$ cat src/rtl/syn_pipe_sequencer.sv
// Pipeline sequencer for the five-stage core: per-stage enables and clears,
// halt drain with timeout, and saturating debug counters.
module syn_pipe_sequencer #(
   parameter int CNT_W     = 32,
   parameter int DRAIN_MAX = 3
) (
   input  logic             clk,
   input  logic             rst_n,
   input  logic             en,
   input  logic             step_mode,
   input  logic             step_req,
   input  logic             bubble,
   input  logic             load_pc,
   input  logic             halt_ex,
   input  logic             halted_wb,
   output logic             pc_en,
   output logic             if_id_en,
   output logic             if_id_clr_n,
   output logic             id_ex_en,
   output logic             id_ex_clr_n,
   output logic             ex_dm_en,
   output logic             dm_wb_en,
   output logic [1:0]       state,
   output logic             halted,
   output logic [CNT_W-1:0] cycle_cnt,
   output logic [CNT_W-1:0] stall_cnt,
   output logic [CNT_W-1:0] flush_cnt
);

   localparam int DW = $clog2(DRAIN_MAX + 1);

   typedef enum logic [1:0] {
      ST_RUN   = 2'd0,
      ST_DRAIN = 2'd1,
      ST_HALT  = 2'd2,
      ST_ERR   = 2'd3
   } state_t;

   state_t           r_state;
   state_t           w_stateNext;
   logic [DW-1:0]    r_drainCnt;
   logic [DW-1:0]    w_drainNext;
   logic [DW-1:0]    w_drainInc;
   logic [CNT_W-1:0] r_cycleCnt;
   logic [CNT_W-1:0] r_stallCnt;
   logic [CNT_W-1:0] r_flushCnt;
   logic             w_adv;
   logic             w_cycInc;
   logic             w_stallInc;
   logic             w_flushInc;

   assign w_adv      = en && (!step_mode || step_req);
   assign w_drainInc = r_drainCnt + DW'(1);

   always_ff @(posedge clk or negedge rst_n) begin
      if (!rst_n) begin
         r_state    <= ST_RUN;
         r_drainCnt <= '0;
      end else begin
         r_state    <= w_stateNext;
         r_drainCnt <= w_drainNext;
      end
   end

   // A taken branch keeps the front end moving even when a wrong-path
   // bubble is requested; a halt in the same cycle still flushes IF/ID.
   always_comb begin
      w_stateNext = r_state;
      w_drainNext = r_drainCnt;
      pc_en       = 1'b0;
      if_id_en    = 1'b0;
      if_id_clr_n = 1'b1;
      id_ex_en    = 1'b0;
      id_ex_clr_n = 1'b1;
      ex_dm_en    = 1'b0;
      dm_wb_en    = 1'b0;
      w_cycInc    = 1'b0;
      w_stallInc  = 1'b0;
      w_flushInc  = 1'b0;
      case (r_state)
         ST_RUN: begin
            pc_en       = w_adv && (load_pc || !bubble);
            if_id_en    = w_adv && (load_pc || !bubble);
            if_id_clr_n = !(w_adv && load_pc);
            id_ex_en    = w_adv;
            id_ex_clr_n = !(w_adv && (load_pc || bubble));
            ex_dm_en    = w_adv;
            dm_wb_en    = w_adv;
            w_cycInc    = w_adv;
            w_stallInc  = w_adv && bubble && !load_pc;
            w_flushInc  = w_adv && load_pc;
            if (w_adv && halt_ex) begin
               w_stateNext = ST_DRAIN;
               w_drainNext = '0;
            end
         end
         ST_DRAIN: begin
            id_ex_en    = w_adv;
            id_ex_clr_n = !w_adv;
            ex_dm_en    = w_adv;
            dm_wb_en    = w_adv;
            w_cycInc    = w_adv;
            if (w_adv) begin
               w_drainNext = w_drainInc;
            end
            if (halted_wb) begin
               w_stateNext = ST_HALT;
            end else if (w_adv && (w_drainInc >= DW'(DRAIN_MAX))) begin
               w_stateNext = ST_ERR;
            end
         end
         default: begin
            w_stateNext = r_state;
         end
      endcase
   end

   // Debug counters saturate at all-ones so long runs never wrap to zero.
   always_ff @(posedge clk or negedge rst_n) begin
      if (!rst_n) begin
         r_cycleCnt <= '0;
         r_stallCnt <= '0;
         r_flushCnt <= '0;
      end else begin
         if (w_cycInc && (r_cycleCnt != '1)) begin
            r_cycleCnt <= r_cycleCnt + CNT_W'(1);
         end
         if (w_stallInc && (r_stallCnt != '1)) begin
            r_stallCnt <= r_stallCnt + CNT_W'(1);
         end
         if (w_flushInc && (r_flushCnt != '1)) begin
            r_flushCnt <= r_flushCnt + CNT_W'(1);
         end
      end
   end

   assign state     = r_state;
   assign halted    = (r_state == ST_HALT) || (r_state == ST_ERR);
   assign cycle_cnt = r_cycleCnt;
   assign stall_cnt = r_stallCnt;
   assign flush_cnt = r_flushCnt;

endmodule

$ cat config.mk
export PLATFORM = sky130hd
export DESIGN_NAME = syn_pipe_sequencer
export DESIGN_NICKNAME = d
export VERILOG_FILES = /design/src/rtl/syn_pipe_sequencer.sv
export SDC_FILE = /design/constraint.sdc
export NUM_CORES = 1
export LEC_CHECK = 0
export ABC_AREA = 1
export ABC_CLOCK_PERIOD_IN_PS = 2200
export BUFFER_PORTS_ARGS = -buffer_cell sky130_fd_sc_hd__buf_2
export CORE_AREA = 2 2 125 127
export DETAILED_ROUTE_END_ITERATION = 8
export DIE_AREA = 0 0 127 129
export GPL_ROUTABILITY_DRIVEN = 0
export GPL_TIMING_DRIVEN = 0
export PLACE_DENSITY = 0.66
export SYNTH_ARGS = -nofsm -noshare
export SYNTH_HDL_FRONTEND = slang
export SYNTH_SLANG_ARGS = --single-unit
$ cat constraint.sdc
create_clock -name clk -period 2.2 [get_ports clk]
set_input_delay 0.44 -clock clk [delete_from_list [all_inputs] [get_ports clk]]
set_output_delay 0.44 -clock clk [all_outputs]
set_load 0.01 [all_outputs]
==> reports/results.txt, run 1 <==
crit path max fanout: 7
hold_ws: 105 ps
FF+latch count, synth: 100
setup bufs post-CTS: 0
core area: 15000 µm²
Leakage: 3.79 nW
post-cts resize count: 1
CTS Buffer Depth: 2
dpl ws: 244 ps
global-route wire length before repair: 29100 µm
Syn. warnings: 0
initial antenna violation count: 0
Root Driver: clkbuf_16
crit end category: primary output
RSZ-0062 raised after global routing: false
Worst-Margin Slew: 674 ps
Mean Syn Cell Area: 6.56 µm²
DRC: 0
Final Max Tran Viols: 0
Clock transition at path regs: 70 ps
startpoint types: flop
Final TNS setup: 0 ps
DR vias/cell: 4.94
Core Util, Final: 52.1%
Final WS setup: 90.5 ps
number of global-route vias before repair: 5875
Cell Rows: 45
Post-CTS Hold Fix Bufs: 0
most frequent cells in the layout: nand2_1 (442), nor2_1 (152), buf_2 (117)
Starting Density: 44.6%
initial DRC count: 388
required time of the critical path: 1760 ps
max_cap viols: 0
status: completed
Detailed Place HPWL: 13700 µm
commonest non-fill, non-tap cell in the layout: nand2_1
ANT cells: 0
share of post-route cells with drive strength above 1: 16.8%
chip width: 127 µm
remaining antenna violation count after routing: 0
Die Y: 129 µm
Tcrit/Tclk final: 95.9%
Worst slew margin: 55.0%
Power Dens Cells: 438 nW/µm²
fin crit period: 2110 ps
Synth Net Count: 1031
clock sinks: 100
Peak Freq: 0.474 GHz
CTS tree: done
Final Hold Violating Endpoints: 0
data arrival time of the worst path: 1670 ps
Multi-input gate area: 3640 µm²
WS Path Type: flop to primary output
GRT Residual Overflow: 0
Pre-Repair DR Iteration Count: 5
Avg WL per Cell: 13.3 µm
H-tree depth: 3
clock latency on the worst-skew pair: 350 ps
clk_skew: 10.7 ps
final setup fails: 0
CTS Buf Count: 9
largest net degree at the start of global routing: 52
sequential cell area: 2500 µm²
Hold WC Path Type: input pin to asynchronous set/reset pin
DIE AREA: 16400 µm²
port bufs: 114
nets: 1157
Seq/Total Area, Yosys: 37.5%
overall power: 3.42 mW
Synth-to-Final Area Change: 16.8%
GRT Total Usage: 22.2%
synthesized area: 6680 µm²
final wirelength: 17700 µm
routed vias: 6603
fill count: 1554
Cells after Synth: 1018
I/O Pins: 115
peak supply drop: 331 µV
Cell variety after synth: 33
power breakdown:
| group | leakage [nW] | internal, mW | switching, mW | total (mW) |
|---|---|---|---|---|
| Clock | 0.122 | 0.801 | 0.717 | 1.52 |
| Sequential | 1.39 | 1.84 | 0 | 1.84 |
| Combinational | 2.28 | 0.0131 | 0.0493 | 0.0624 |
| Total | 3.79 | 2.65 | 0.766 | 3.42 |
through the flow:
step,cell area [µm²],instances
after floorplan,6680,1018
after global placement,7480,1320
after detailed placement,7510,1321
after CTS,7790,1337
after global routing,7800,1337
final,7800,1337
final timing paths:
| kind | start | to | slack, ps | cells after the start |
|---|---|---|---|---|
| worst max-delay path | state[0] | pc_en | 90 | 5 |
| worst min-delay path | rst_n | stall_cnt[0] | 110 | 1 |
| worst max register to register | flush_cnt[0] | flush_cnt[9] | 310 | 11 |
| worst min register to register | stall_cnt[1] | stall_cnt[1] | 530 | 2 |
| max in group asynchronous | rst_n | flush_cnt[11] | 1350 | 2 |
| min in group clk | halted_wb | state[1] | 390 | 3 |
state kept, by name, summed over array words and instances (netlist names):
name,flops
cycle_cnt,32
flush_cnt,32
r_drainCnt,2
stall_cnt,32
state,2
Yosys cell counts, drive strengths merged:
library cell / instances / share of area [%]
nor3: 4 / 0.30
ha: 4 / 0.75
nor2: 172 / 11
dfrtp: 100 / 37
buf: 19 / 2.6
and2: 1 / 0.094
inv: 97 / 5.5
nor2b: 1 / 0.094
clkbuf: 1 / 0.056
nand4: 30 / 2.9
a31oi: 1 / 0.094
nand2: 457 / 27
o21ai: 12 / 0.90
xor2: 17 / 2.2
nand3: 72 / 5.6
xnor2: 12 / 1.6
a21oi: 3 / 0.22
o31ai: 1 / 0.11
nand3b: 12 / 1.3
a21boi: 1 / 0.17
o21bai: 1 / 0.11
critical path, stage by stage (launching register included):
cell and delay (ps):
dfrtp_1 500, nor2_4 200, nand3_2 150, nor2_1 210, buf_4 140, buf_2 110
kinds of logic (layout without fill, tap and decap cells):
group / Yosys count / after routing / share of synthesized area, %
xor gates and xnor gates: 29 / 29 / 3.81
adders and majority gates: 4 / 4 / 0.750
buffers and inverters: 117 / 248 / 8.12
DFF: 100 / 100 / 37.5
and+or+nand+nor: 749 / 749 / 48.2
AOI/OAI and AO/OA: 19 / 19 / 1.61
final cells by class:
type                    instances  area share (%)
clock inverters                 3           0.289
repair buffers                115            7.70
flip-flops and latches        100            32.1
clock buffers                  13            3.21
plain buffers                  20            2.25
well taps                     188            3.02
inverters                      97            4.73
multi-input cells             801            46.7
routing by layer:
layer / track usage, % / share of wire, % / up-vias
li1: - / - / 3406
met1: 30.5 / 47 / 3021
met2: 36.3 / 46 / 156
met3: 3.12 / 5.0 / 20
met4: 7.24 / 1.8 / 0
met5: 0 / 0 / -
(Power assumes the default switching activity.)
==> run 2: changes to the inputs <==
==> config.mk (replaced) <==
export PLATFORM = sky130hd
export DESIGN_NAME = syn_pipe_sequencer
export DESIGN_NICKNAME = d
export VERILOG_FILES = /design/src/rtl/syn_pipe_sequencer.sv
export SDC_FILE = /design/constraint.sdc
export NUM_CORES = 1
export LEC_CHECK = 0
export ABC_CLOCK_PERIOD_IN_PS = 2200
export BUFFER_PORTS_ARGS = -buffer_cell sky130_fd_sc_hd__buf_2
export CORE_AREA = 2 2 109 111
export DETAILED_ROUTE_END_ITERATION = 8
export DIE_AREA = 0 0 111 113
export GPL_ROUTABILITY_DRIVEN = 0
export GPL_TIMING_DRIVEN = 0
export PLACE_DENSITY = 0.67
export SYNTH_ARGS = -nofsm -noshare
export SYNTH_HDL_FRONTEND = slang
export SYNTH_SLANG_ARGS = --single-unit
==> reports/results.txt, run 2 <==
initial antenna violation count: 0 (unchanged)
ANT cells: 0 (unchanged)
top cells by count, synth: dfrtp_1 (100), xnor2_1 (50), nand3_1 (43), nand2_1 (40), xor2_1 (39) (was nand2_1 (442), nor2_1 (152), dfrtp_1 (100), inv_1 (91), nand3_1 (69))
data arrival time of the worst path: 2360 ps (was 1670 ps)
worst path cell trace: ha_1 > nand3_1 > or2_2 > a211oi_2 > nand3_1 > xnor2_1 (was nor2_4 > nand3_2 > nor2_1 > buf_4 > buf_2)
Post-synth top flop: dfrtp_1 (unchanged)
CTS tree: done (unchanged)
Peak Freq: 0.467 GHz (was 0.474 GHz)
Tcrit/Tclk final: 97.3% (was 95.9%)
Final Max Tran Viols: 0 (unchanged)
Synth-to-Final Area Change: 23.1% (was 16.8%)
count leader, synth: dfrtp_1 (was nand2_1)
Root Driver: clkbuf_16 (unchanged)
Detailed Place HPWL: 8470 µm (was 13700 µm)
clock latency on the worst-skew pair: 330 ps (was 350 ps)
core area: 11300 µm² (was 15000 µm²)
share of post-route cells with drive strength above 1: 29.2% (was 16.8%)
Clock transition at path regs: 60 ps (was 70 ps)
final wirelength: 11800 µm (was 17700 µm)
slowest stage delay, CP: 490 ps (was 500 ps)
Syn. warnings: 0 (unchanged)
Avg WL per Cell: 15.7 µm (was 13.3 µm)
Starting Density: 44.4% (was 44.6%)
Psw: 0.708 mW (was 0.766 mW)
DRC: 0 (unchanged)
WS Path Type: flop to flop (was flop to primary output)
cell-internal power: 2.75 mW (was 2.65 mW)
GRT Total Usage: 19.1% (was 22.2%)
hold_ws: 91.9 ps (was 105 ps)
clock network power share: 44.3% (was 44.4%)
startpoint types: flop (unchanged)
CTS Buffer Depth: 2 (unchanged)
DIE AREA: 12500 µm² (was 16400 µm²)
Post-CTS Hold Fix Bufs: 0 (unchanged)
Leakage: 3.11 nW (was 3.79 nW)
remaining antenna violation count after routing: 0 (unchanged)
DP Area: 5790 µm² (was 7510 µm²)
GRT Residual Overflow: 0 (unchanged)
I/O Pins: 115 (unchanged)
nets: 618 (was 1157)
Die Y: 113 µm (was 129 µm)
peak supply drop: 291 µV (was 331 µV)
FF+latch count, synth: 100 (unchanged)
Switching Fraction: 20.5% (was 22.4%)
required time of the critical path: 2420 ps (was 1760 ps)
Synth area leaders: dfrtp_1 (50%), xnor2_1 (8.7%), xor2_1 (6.8%), nand3_1 (4.3%), nand4_1 (3.9%) (was dfrtp_1 (37%), nand2_1 (25%), nor2_1 (8.5%), nand3_1 (5.2%), inv_1 (5.1%))
Yosys top cell area share: 50.0% (was 37.5%)
R2R cell count: 6 (was 11)
status: completed (unchanged)
synthesized area: 5010 µm² (was 6680 µm²)
Reg power frac: 53.6% (was 53.7%)
Worst-Margin Slew: 649 ps (was 674 ps)
crit path max fanout: 7 (unchanged)
clock sinks: 100 (unchanged)
most frequent cells in the layout: buf_2 (116), dfrtp_1 (99), xnor2_1 (50) (was nand2_1 (442), nor2_1 (152), buf_2 (117))
port bufs: 114 (unchanged)
R2R setup slack: 60 ps (was 310 ps)
global-route wire length before repair: 19900 µm (was 29100 µm)
DR vias/cell: 5.43 (was 4.94)
Synth Net Count: 488 (was 1031)
fin crit period: 2140 ps (was 2110 ps)
Mean Syn Cell Area: 10.5 µm² (was 6.56 µm²)
Logic pwr share: 2.0% (was 1.8%)
max_cap viols: 0 (unchanged)
crit end category: flop (was primary output)
routed vias: 4082 (was 6603)
commonest non-fill, non-tap cell in the layout: buf_2 (was nand2_1)
final std cells w/o fill: 752 (was 1337)
clk_skew: 5.01 ps (was 10.7 ps)
RR Startpoint: cycle_cnt[0] (was flush_cnt[0])
Cells after Synth: 475 (was 1018)
largest net degree at the start of global routing: 60 (was 52)
CTS Buf Count: 9 (unchanged)
placed cells: 733 (was 1321)
number of global-route vias before repair: 3972 (was 5875)
Cell Rows: 39 (was 45)
H-tree depth: 3 (unchanged)
Final Hold Violating Endpoints: 0 (unchanged)
CP max stage cell: a211oi_2 (was dfrtp_1)
RSZ-0062 raised after global routing: true (was false)
overall power: 3.46 mW (was 3.42 mW)
Worst slew margin: 56.4% (was 55.0%)
chip width: 111 µm (was 127 µm)
Power Dens Cells: 561 nW/µm² (was 438 nW/µm²)
Post-synth EDFFs: 0 (unchanged)
largest area contributor in the netlist: dfrtp_1 (unchanged)
Hold WC Path Type: input pin to asynchronous set/reset pin (unchanged)
Post-synth ARST share: 100% (unchanged)
Core Util, Final: 54.7% (was 52.1%)
worst r2r dst: cycle_cnt[18] (was flush_cnt[9])
initial DRC count: 279 (was 388)
cell repeated most along the worst path: nand3_1
Seq/Total Area, Yosys: 50.0% (was 37.5%)
final setup fails: 0 (unchanged)
Cell variety after synth: 50 (was 33)
Final Cell Area: 6160 µm² (was 7800 µm²)
fill count: 994 (was 1554)
Pre-Repair DR Iteration Count: 5 (unchanged)
run 2: changes by cell type after synthesis, moves of 9 or more:
cell      delta
inv_1       -77
nand2_1    -402
nand2_2     -12
nand3_1     -26
nand3b_1    -11
nor2_1     -123
nor2_2       -9
nor2_4      -11
nor3_1      +14
nor4_1      +10
xnor2_1     +38
xor2_1      +22
run 2: worst max path at each step:
stage	end	start	cells past startpoint
detailed placement	flush_cnt[5]	flush_cnt[0]	7
CTS	if_id_clr_n	state[1]	5
finish	cycle_cnt[18]	cycle_cnt[0]	6
global route	cycle_cnt[28]	cycle_cnt[0]	6
global placement	stall_cnt[28]	rst_n	1
floorplan	stall_cnt[26]	stall_cnt[0]	6
run 2: kinds of logic (layout without fill, tap and decap cells):
group | Yosys count | count (layout) | share of synthesized area (%)
AO/OA/AOI/OAI | 25 | 25 | 3.77
XOR/XNOR | 89 | 89 | 15.6
adder cells (fa/ha/maj) | 4 | 4 | 1.00
buffers and inverters | 25 | 159 | 2.25
flip-flops | 100 | 100 | 50.0
multiplexers | 4 | 4 | 0.899
AND/OR/NAND/NOR | 228 | 228 | 26.5
run 2: power by group through the flow:
| stage | Clock, mW | Combinational [mW] | Sequential, mW |
|---|---|---|---|
| floorplan | 0 | 0.00908 | 1.89 |
| global placement | 0 | 0.0659 | 1.89 |
| detailed placement | 0 | 0.0733 | 1.89 |
| CTS | 1.56 | 0.0736 | 1.85 |
| global route | 1.64 | 0.0817 | 1.85 |
| finish | 1.53 | 0.0703 | 1.85 |
run 2: cell type report:
| type | count | area [µm²] | area share [%] |
|---|---|---|---|
| Clock inverter | 1 | 5.00 | 0.0812 |
| Clock buffer | 14 | 284 | 4.61 |
| Tap cell | 143 | 179 | 2.90 |
| Sequential cell | 100 | 2500 | 40.6 |
| Timing Repair Buffer | 119 | 631 | 10.2 |
| Multi-Input combinational cell | 350 | 2440 | 39.6 |
| Inverter | 14 | 52.6 | 0.852 |
| Buffer | 11 | 67.6 | 1.10 |
run 2: worst max-delay path, delay by kind of cell (launching register included):
kind                     cells  cell delay, ps
adder cells (fa/ha/maj)      1             290
flip-flops                   1             420
XOR/XNOR                     1             160
AO/OA/AOI/OAI                1             490
AND/OR/NAND/NOR              3             660
run 2: per-stage QoR:
stage | setup slack (ps) | setup TNS [ps]
after floorplan | 202 | 0
after CTS | 29.5 | 0
after global routing | -87.8 | -412
final | 59.8 | 0
after detailed placement | -36.2 | -328
after global placement | -377 | -37210
run 2: routing by layer:
layer / GRT usage, % / part of all wire, % / up-vias
met5: 0 / 0 / -
met4: 7.83 / 1.8 / 0
met3: 3.21 / 4.5 / 18
met2: 30.3 / 48 / 97
met1: 26.3 / 46 / 2023
li1: - / - / 1944
run 2: repair_timing:
item,4_1_cts,5_1_grt
buffers inserted,0,4
gates resized for setup,4,12
pin swaps,0,1
endpoints found under the setup margin,20,52
==> run 3: changes to the inputs <==
--- a/config.mk
+++ b/config.mk
@@ -13,6 +13,7 @@
 export GPL_ROUTABILITY_DRIVEN = 0
 export GPL_TIMING_DRIVEN = 0
 export PLACE_DENSITY = 0.67
+export SETUP_SLACK_MARGIN = 0.15
 export SYNTH_ARGS = -nofsm -noshare
 export SYNTH_HDL_FRONTEND = slang
 export SYNTH_SLANG_ARGS = --single-unit
==> reports/results.txt, run 3 (same netlist as run 2, synthesis figures left out) <==
R2R cell count: 8 (was 6)
DRC: 0 (unchanged)
share of post-route cells with drive strength above 1: 34.7% (was 29.2%)
dpl ws: -36.2 ps (unchanged)
sequential cell area: 2510 µm² (was 2500 µm²)
fin crit period: 2100 ps (was 2140 ps)
required time of the critical path: 2410 ps (was 2420 ps)
Peak Freq: 0.477 GHz (was 0.467 GHz)
hold_ws: 92.2 ps (was 91.9 ps)
number of global-route vias before repair: 4035 (was 3972)
nets: 637 (was 618)
Detailed Place HPWL: 8470 µm (unchanged)
Leakage: 3.26 nW (was 3.11 nW)
Worst-Margin Slew: 560 ps (was 649 ps)
initial DRC count: 288 (was 279)
worst r2r dst: flush_cnt[19] (was cycle_cnt[18])
chip width: 111 µm (unchanged)
largest net degree at the start of global routing: 60 (unchanged)
port bufs: 114 (unchanged)
DIE AREA: 12500 µm² (unchanged)
Core Util, Final: 57.9% (was 54.7%)
I/O Pins: 115 (unchanged)
most frequent cells in the layout: buf_2 (115), dfrtp_1 (96), xnor2_1 (50) (was buf_2 (116), dfrtp_1 (99), xnor2_1 (50))
CP Launch Point: flush_cnt[1] (was cycle_cnt[0])
core area: 11300 µm² (unchanged)
fill count: 949 (was 994)
Multi-input gate area: 2620 µm² (was 2440 µm²)
data arrival time of the worst path: 2310 ps (was 2360 ps)
final wirelength: 12300 µm (was 11800 µm)
routed vias: 4212 (was 4082)
status: completed (unchanged)
commonest non-fill, non-tap cell in the layout: buf_2 (unchanged)
Critical Path End: flush_cnt[19] (was cycle_cnt[18])
GRT Residual Overflow: 0 (unchanged)
Cell Rows: 39 (unchanged)
clock sinks: 100 (unchanged)
Final Max Tran Viols: 0 (unchanged)
final setup fails: 0 (unchanged)
max_cap viols: 0 (unchanged)
WS Path Type: flop to flop (unchanged)
Final TNS setup: 0 ps (unchanged)
Power Dens Cells: 530 nW/µm² (was 561 nW/µm²)
Avg WL per Cell: 16.0 µm (was 15.7 µm)
GRT Total Usage: 19.4% (was 19.1%)
peak supply drop: 290 µV (was 291 µV)
startpoint types: flop (unchanged)
H-tree depth: 3 (unchanged)
Synth-to-Final Area Change: 30.2% (was 23.1%)
Die Y: 113 µm (unchanged)
ANT cells: 0 (unchanged)
clock latency on the worst-skew pair: 340 ps (was 330 ps)
CTS tree: done (unchanged)
crit end category: flop (unchanged)
initial antenna violation count: 0 (unchanged)
CTS Buf Count: 9 (unchanged)
Worst slew margin: 62.7% (was 56.4%)
Root Driver: clkbuf_16 (unchanged)
overall power: 3.46 mW (about the same)
DR vias/cell: 5.46 (was 5.43)
crit path max fanout: 5 (was 7)
RR Startpoint: flush_cnt[1] (was cycle_cnt[0])
global-route wire length before repair: 20100 µm (was 19900 µm)
RSZ-0062 raised after global routing: true (unchanged)
Hold WC Path Type: input pin to asynchronous set/reset pin (unchanged)
remaining antenna violation count after routing: 0 (unchanged)
R2R setup slack: 100 ps (was 60 ps)
Starting Density: 44.4% (unchanged)
Tcrit/Tclk final: 95.2% (was 97.3%)
CTS Buffer Depth: 2 (unchanged)
Clock transition at path regs: 60 ps (about the same)
clk_skew: 4.79 ps (was 5.01 ps)
Final Hold Violating Endpoints: 0 (unchanged)
Pre-Repair DR Iteration Count: 5 (unchanged)
Final WS setup: 105 ps (was 59.8 ps)
run 3: cell types whose count changed in the layout (fill, tap and decap cells not counted), sizes merged:
cell / delta
buf: +19
run 3: cell type report:
class                      count  area share (%)
timing repair buffer         138            12.1
clock buffer                  14            4.36
multi-input combinational    350            40.1
sequential                   100            38.4
buffer                        11            1.27
clock inverter                 1          0.0767
inverter                      14           0.844
tap                          143            2.74
run 3: worst min path at each step:
stage | cells past startpoint | to | slack, ps | from
CTS | 1 | flush_cnt[2] | 110 | rst_n
global route | 1 | flush_cnt[2] | 140 | rst_n
floorplan | 0 | cycle_cnt[0] | 140 | rst_n
finish | 1 | flush_cnt[2] | 90 | rst_n
detailed placement | 1 | flush_cnt[2] | 460 | rst_n
global placement | 2 | r_drainCnt[1] | 470 | r_drainCnt[1]
run 3: where the power goes:
group / switching [mW] / internal [mW] / total, mW
sequential: 0.0111 / 1.84 / 1.86
clock: 0.647 / 0.884 / 1.53
combinational: 0.0521 / 0.0207 / 0.0727
total: 0.710 / 2.75 / 3.46
run 3: routing by layer:
metal  up-vias  global-route usage (%)  part of all wire (%)
met1      2087                    26.6                    44
met4         0                    7.67                   2.0
li1       1984                       -                     -
met2       120                    31.1                    50
met3        21                    3.21                   4.8
met5         -                       0                     0
run 3: repair_timing:
item                       in CTS  in global routing
resized for setup              11                 46
setup buffers                   8                 14
cloned                          0                  1
pin swaps                       1                 18
hold buffers                    0                  0
hold endpoints to repair        0                  0
setup endpoints to repair      53                 75
run 3: critical path, cell delays in order (launching register included):
cell       delay, ps
dfrtp_1          400
ha_2             230
nand3_4          100
nor4_4           310
nor4b_4          350
buf_4            200
clkbuf_16        150
nor4_4            40
xor2_1           180
run 3: per-stage QoR:
step,std cells,area (µm²)
floorplan,475,5010
global placement,732,5760
detailed placement,733,5790
CTS,756,6190
global route,771,6520
finish,771,6520
